<file path="config.mk">
export PLATFORM = sky130hd
export DESIGN_NAME = cmd_issuer
export DESIGN_NICKNAME = d
export VERILOG_FILES = /design/src/rtl/cmd_issuer.sv
export SDC_FILE = /design/constraint.sdc
export NUM_CORES = 1
export LEC_CHECK = 0
export CAP_MARGIN = 20
export CORE_MARGIN = 2
export CORE_UTILIZATION = 55
export CTS_BUF_LIST = sky130_fd_sc_hd__clkbuf_2
export CTS_CLUSTER_DIAMETER = 100
export DETAILED_ROUTE_END_ITERATION = 12
export DONT_BUFFER_PORTS = 1
export HOLD_SLACK_MARGIN = 0.08
export PLACE_DENSITY = 0.67
export SYNTH_ARGS = -nofsm -noshare
export SYNTH_HDL_FRONTEND = slang
export SYNTH_SLANG_ARGS = --single-unit
</file>
<file path="constraint.sdc">
create_clock -name clk -period 2.5 [get_ports clk]
set_input_delay 0.625 -clock clk [delete_from_list [all_inputs] [get_ports clk]]
set_output_delay 0.625 -clock clk [all_outputs]
set_load 0.02 [all_outputs]
</file>
<file path="src/rtl/cmd_issuer.sv">
// Pushbutton front end for the stack-calculator control unit: synchronizes and
// debounces a raw button and mode switches, issuing one clean ex_n pulse per press.
module cmd_issuer #(
   parameter int DB_CYCLES = 16,
   parameter int DB_W      = 20,
   parameter int PULSE_LEN = 2
) (
   input  logic       clk,
   input  logic       rst_n,
   input  logic       btn_n,
   input  logic [1:0] sw_mode,
   output logic       ex_n,
   output logic [1:0] mode,
   output logic       busy,
   output logic [7:0] cmd_cnt
);

   localparam int PL_W = $clog2(PULSE_LEN + 1);

   localparam logic [2:0] S_IDLE     = 3'd0;
   localparam logic [2:0] S_PRESS_DB = 3'd1;
   localparam logic [2:0] S_SETUP    = 3'd2;
   localparam logic [2:0] S_PULSE    = 3'd3;
   localparam logic [2:0] S_HOLD     = 3'd4;
   localparam logic [2:0] S_REL_DB   = 3'd5;

   logic            btn_meta_q, btn_meta_d;
   logic            btn_s_q, btn_s_d;
   logic [1:0]      sw_meta_q, sw_meta_d;
   logic [1:0]      sw_s_q, sw_s_d;
   logic [2:0]      state_q, state_d;
   logic [DB_W-1:0] db_cnt_q, db_cnt_d;
   logic [PL_W-1:0] pl_cnt_q, pl_cnt_d;
   logic            ex_n_q, ex_n_d;
   logic [1:0]      mode_q, mode_d;
   logic [7:0]      cmd_cnt_q, cmd_cnt_d;

   always_comb begin
      btn_meta_d = btn_n;
      btn_s_d    = btn_meta_q;
      sw_meta_d  = sw_mode;
      sw_s_d     = sw_meta_q;
      state_d    = state_q;
      db_cnt_d   = db_cnt_q;
      pl_cnt_d   = pl_cnt_q;
      ex_n_d     = ex_n_q;
      mode_d     = mode_q;
      cmd_cnt_d  = cmd_cnt_q;

      case (state_q)
         S_IDLE: begin
            ex_n_d = 1'b1;
            if (!btn_s_q) begin
               state_d  = S_PRESS_DB;
               db_cnt_d = DB_W'(1);
            end
         end
         S_PRESS_DB: begin
            if (btn_s_q) begin
               state_d = S_IDLE;
            end else if (db_cnt_q == DB_W'(DB_CYCLES)) begin
               // Mode is latched here only, so it is settled a full cycle before ex_n falls.
               state_d = S_SETUP;
               mode_d  = sw_s_q;
            end else begin
               db_cnt_d = db_cnt_q + DB_W'(1);
            end
         end
         S_SETUP: begin
            state_d   = S_PULSE;
            pl_cnt_d  = PL_W'(1);
            ex_n_d    = 1'b0;
            cmd_cnt_d = cmd_cnt_q + 8'd1;
         end
         S_PULSE: begin
            if (pl_cnt_q == PL_W'(PULSE_LEN)) begin
               state_d = S_HOLD;
               ex_n_d  = 1'b1;
            end else begin
               pl_cnt_d = pl_cnt_q + PL_W'(1);
            end
         end
         S_HOLD: begin
            ex_n_d = 1'b1;
            if (btn_s_q) begin
               state_d  = S_REL_DB;
               db_cnt_d = DB_W'(1);
            end
         end
         S_REL_DB: begin
            if (!btn_s_q) begin
               state_d = S_HOLD;
            end else if (db_cnt_q == DB_W'(DB_CYCLES)) begin
               state_d = S_IDLE;
            end else begin
               db_cnt_d = db_cnt_q + DB_W'(1);
            end
         end
         default: begin
            state_d = S_IDLE;
            ex_n_d  = 1'b1;
         end
      endcase
   end

   always_ff @(posedge clk or negedge rst_n) begin
      if (!rst_n) begin
         btn_meta_q <= 1'b1;
         btn_s_q    <= 1'b1;
         sw_meta_q  <= 2'b00;
         sw_s_q     <= 2'b00;
         state_q    <= S_IDLE;
         db_cnt_q   <= '0;
         pl_cnt_q   <= '0;
         ex_n_q     <= 1'b1;
         mode_q     <= 2'b00;
         cmd_cnt_q  <= 8'd0;
      end else begin
         btn_meta_q <= btn_meta_d;
         btn_s_q    <= btn_s_d;
         sw_meta_q  <= sw_meta_d;
         sw_s_q     <= sw_s_d;
         state_q    <= state_d;
         db_cnt_q   <= db_cnt_d;
         pl_cnt_q   <= pl_cnt_d;
         ex_n_q     <= ex_n_d;
         mode_q     <= mode_d;
         cmd_cnt_q  <= cmd_cnt_d;
      end
   end

   assign ex_n    = ex_n_q;
   assign mode    = mode_q;
   assign cmd_cnt = cmd_cnt_q;
   assign busy    = (state_q != S_IDLE);

endmodule

</file>
After elaboration in Yosys (flattened, before gate mapping)

Cells that the tools add are included.

$add $sub $neg: 3
Equal/unequal tests: 15
Multiplexer cells: 18
Bitwise logic cells: 2
Reduce and logical (&&, ||, !) cells: 10

Operators by type and width:

| operator                | number |
|---|---|
| $mux W20                | 5 |
| $pmux W20 S4            | 1 |
| $mux W3                 | 7 |
| $add A20 B1 Y20 const B | 1 |
| $eq A20 B5 Y1 const B   | 1 |
| $pmux W3 S6             | 1 |
| $ne A2 B2 Y1 const B    | 6 |
| $reduce_and A5 Y1       | 2 |
| $add A8 B1 Y8 const B   | 1 |
| $eq A3 B2 Y1 const B    | 2 |
| $eq A3 B3 Y1 const B    | 2 |
| $ne A3 B3 Y1 const B    | 2 |
| $pmux W2 S2             | 1 |
| $reduce_and A2 Y1       | 2 |
| $reduce_bool A4 Y1      | 1 |
| $eq A3 B1 Y1 const B    | 1 |
| $logic_not A3 Y1        | 1 |
| $pmux W1 S3             | 1 |
| $reduce_and A3 Y1       | 1 |
| $reduce_bool A3 Y1      | 1 |
| $add A2 B1 Y2 const B   | 1 |
| $eq A2 B2 Y1 const B    | 1 |
| $mux W2                 | 1 |
| $not A1 Y1              | 2 |
| other kinds (3)         | 3 |

Flip-flop bits (word level): 42
Output and inout port bits: 12
Word-level logic and storage cells: 58

Logic depth before layout (Yosys ltp)

Depth in word-level cells: 4
Mapped depth: 8

Worst setup path after synthesis

OpenSTA, ideal clock, no wires.

Path kind: reg-to-reg
Start point: register db_cnt_q[12]
End point: register mode_q[0] (netlist: mode[0])
Setup time: 0.128 ns
Arrival: 1.785 ns
Data required time: 2.372 ns
Slack: 0.587 ns
Stages on the path, launching flop included: 7
Buffers on the path: 1
Clock period less this slack: 1.913 ns
Cell sequence: dfrtp_1 buf_4 nor4_2 nand2_1 or3_1 nor4_4 mux2_1

Longest elaborated chain between the ends: 2

Ends and longest elaborated chain:

| item                               | line | source |
|---|---|---|
| from (decl)                        | 32   | `logic [DB_W-1:0] db_cnt_q, db_cnt_d;` |
| from (signal assigned)             | 124  | `db_cnt_q <= db_cnt_d;` |
| $eq A20 B5 Y1                      | 61   | `end else if (db_cnt_q == DB_W'(DB_CYCLES)) begin` |
| $reduce_and A3 Y1 (no source line) | --   |  |
| to (signal assigned)               | 127  | `mode_q <= mode_d;` |
| to (decl)                          | 35   | `logic [1:0] mode_q, mode_d;` |

Every way passes these cells.
A chain may end at the register's enable or synchronous reset.

Worst setup path after layout

Start point: register db_cnt_q[8]
End point: register db_cnt_q[18]

Longest elaborated chain between the ends: 4
Elaborated cells on any way between the ends: 6
Classes of those cells: add/sub: 1; eq/ne: 1; mux: 4

Ends and longest elaborated chain:

| item                                             | line   | source |
|---|---|---|
| $add A20 B1 Y20 or $eq A20 B5 Y1 (tied branches) | --     |  |
| $mux W20 (*)                                     | 61, 93 |  |
| $mux W20 (on tied branches)                      | 91, 59 |  |
| $pmux W20 S4 (*)                                 | 50     | `case (state_q)` |

Every way passes the cells marked *; elsewhere a longest branch is shown, timed or not. The select of a mux whose other input is x is not followed.

==> summary.txt <==
Status
  • Outcome: finished, final reports clean

Route
  • Initial DRC count: 66
  • Vias per cell: 6.065
  • Total Wirelength: 4147 um
  • Via count: 1595
  • DRC Markers: 0
  • Antenna Nets Post-Route: 0
  • TritonRoute pass-1 iters: 4
  • Wire per inst: 15.77 um

Cells and area
  • Syn-to-layout area delta: 5.224%
  • Antenna Cells: 0
  • Final #Nets: 223
  • Share of cells above drive strength 1: 12.56%
  • Fill cells: 310
  • Commonest cells after routing, fill and taps aside: dfrtp_1 (39), nand2_1 (22), a21oi_1 (13)
  • Post-route insts no fill: 263
  • Core Util, Final: 61.04%
  • Most common cell after layout, fill and taps aside: dfrtp_1
  • Area of the multi-input gates: 1015 um2
  • Seq. cell area: 1055 um2
  • Post-route cell area: 2268 um2

Floorplanning
  • Core ar.: 3716 um2
  • Starting Density: 58.01%
  • Die W: 66.61 um
  • Die Area: 4436 um2
  • Row cnt: 22
  • Height of the die: 66.61 um
  • Ports: 17

Placement
  • Placer Congestion: 0.8894
  • # placed instances: 253
  • Cell Area, Placed: 2197 um2
  • HPWL Detailed: 2876 um
  • Port-buffer cells: 0

Setup path
  • Flop-to-flop setup slack: 0.42 ns
  • Worst Setup SP: db_cnt_q[8]
  • RR Endpoint: db_cnt_q[18]
  • Crit-path max FO: 8
  • Path type of the worst setup path: reg2reg
  • RR Startpoint: db_cnt_q[8]
  • Startpoint Class: flip-flop
  • Crit path to: db_cnt_q[18]
  • Worst Reg2Reg Path Length in Cells: 5
  • Worst EP arrival: 2.38 ns
  • Crit end category: flip-flop
  • CP required: 2.80 ns

Logic synthesis
  • Yosys warnings: 0
  • Seq/Total Area, Yosys: 48.93%
  • Syn Inst Count: 211
  • Cell Area, Synth: 2156 um2
  • Synth unique cells: 41
  • Synth Net Count: 220
  • Mapped Avg Cell Area: 10.22 um2
  • Yosys reg bits: 42

GRT
  • First-pass GRT wire length: 6969 um
  • Met3 usage: 5.912%
  • Total global-route track usage: 21.29%
  • Gr busiest metal: met2
  • Grt met2 use: 33.88%
  • Vias in the first global route: 1500
  • Initial antenna violation count: 0
  • Congestion Overflow GR: 0
  • Largest net degree at the start of global routing: 43
  • Grt met1 use: 27.91%

STA
  • Slew @ Worst Pin: 0.7150 ns
  • Layout Skew: 0.01898 ns
  • Worst slew margin: 51.94%
  • Setup TNS: 0 ns
  • Fraction of the cycle the final worst path needs: 83.29%
  • Final setup violation count: 0
  • Min Clock Period, post-route: 2.082 ns
  • Fmax: 480.2 MHz
  • Hold Vio Cnt, Final: 0
  • RSZ-0062 raised after global routing: false
  • Final Max Slew Viols: 0

Power
  • Peak supply drop: 0.3551 mV
  • Power per cell area: 505.4 nW/um2
  • Leak Pwr: 0.9953 nW

Min path
  • HP Class: in2reg
  • Hold Crit Depth: 0

CTS
  • H-Tree Level Count: 2
  • CTS resizes: 0
  • Number of buffers created by CTS: 5
  • Buffer levels on the longest clock path: 2
  • Clk_lat worst skew: 0.41 ns
  • TritonCTS clock tree: built
  • Number of post-CTS setup repair buffers: 0
  • Hold-fix buffers at CTS: 2
  • Worst-path clk slew: 0.22 ns
  • Sink Count: 42
  • CTS root buffer: clkbuf_2

Run
  • Maxcap violations: 0
-- layer usage --
metal	wire length (um)	vias up
met4	59	0
met3	258	7
met2	1925	46
met5	0	-
met1	1903	770
li1	-	772
-- logic make-up (layout without fill, tap and decap cells) --
group | after synthesis | after routing | share of synthesized area, %
and+or+nand+nor | 74 | 74 | 22.23
DFF | 42 | 42 | 48.93
muxes | 6 | 6 | 3.018
AOI/OAI and AO/OA | 56 | 56 | 15.85
xor gates and xnor gates | 9 | 9 | 3.656
buffers and inverters | 20 | 24 | 4.005
adders and majority gates | 4 | 4 | 2.322
-- report_power, final --
part | total, mW | internal [mW] | switching, mW
registers | 0.742 | 0.707 | 0.0351
logic | 0.120 | 0.0430 | 0.0772
clock network | 0.284 | 0.0638 | 0.220
total | 1.15 | 0.814 | 0.333
-- worst max-delay path, stage by stage, from the launching register on --
cell	delay [ns]
dfrtp_1	0.55
nand3_1	0.24
nor4_2	0.71
a41oi_1	0.20
o21ai_0	0.19
o31ai_1	0.09
-- worst min-delay path by stage --
stage | startpoint | to | slack, ns
after floorplan | rst_n | cmd_cnt[0] | 0.33
after global placement | rst_n | cmd_cnt[2] | 0.33
after detailed placement | rst_n | cmd_cnt[3] | 0.33
after CTS | btn_n | btn_meta_q | 0.16
after global routing | btn_n | btn_meta_q | 0.13
final | btn_n | btn_meta_q | 0.19
-- layout make-up --
| class | count | area share (%) |
|---|---|---|
| flip-flops and latches | 42 | 46.50 |
| multi-input cells | 149 | 44.73 |
| repair buffers | 6 | 2.648 |
| well taps | 48 | 2.648 |
| inverters | 10 | 1.655 |
| clock buffers | 5 | 1.103 |
| clock inverters | 3 | 0.7170 |
-- through the flow --
| step | hold slack [ns] | setup WS [ns] | total power [mW] |
|---|---|---|---|
| floorplan | 0.3294 | 0.5871 | 0.8240 |
| global placement | 0.3302 | 0.5165 | 0.8509 |
| detailed placement | 0.3302 | 0.4860 | 0.8551 |
| CTS | 0.1570 | 0.4250 | 1.160 |
| global route | 0.1284 | 0.2938 | 1.207 |
| finish | 0.1926 | 0.4176 | 1.147 |
-- registers in the layout, summed over array words and instances, names as in the netlist --
| signal | cells |
|---|---|
| db_cnt_q | 20 |
| ex_n | 1 |
| sw_s_q | 2 |
| sw_meta_q | 2 |
| btn_meta_q | 1 |
| pl_cnt_q | 2 |
| state_q | 3 |
| cmd_cnt | 8 |
| btn_s_q | 1 |
| mode | 2 |
-- cell usage after synthesis, drive strengths merged --
library cell / number / area, um2
dfrtp: 39 / 975.9
nand2: 22 / 82.58
o21ai: 18 / 90.09
a21oi: 13 / 65.06
inv: 10 / 37.54
nand3: 10 / 50.05
nor2: 8 / 30.03
a31oi: 7 / 43.79
buf: 7 / 37.54
nor4: 7 / 107.6
a41oi: 5 / 43.79
nand2b: 5 / 31.28
nand4: 5 / 43.79
o31ai: 5 / 37.54
xor2: 5 / 43.79
ha: 4 / 50.05
mux2: 4 / 45.04
or3: 4 / 25.02
xnor2: 4 / 35.03
and3: 3 / 18.77
clkbuf: 3 / 11.26
dfstp: 3 / 78.83
nor3: 3 / 15.01
o21a: 3 / 22.52
and4: 2 / 17.52
mux2i: 2 / 20.02
nor3b: 2 / 20.02
o31a: 2 / 17.52
a21o: 1 / 7.510
a22oi: 1 / 7.510
nor4b: 1 / 23.77
o22ai: 1 / 6.260
or2: 1 / 6.260
or4: 1 / 7.510
Power figures use the tool's default switching activity.
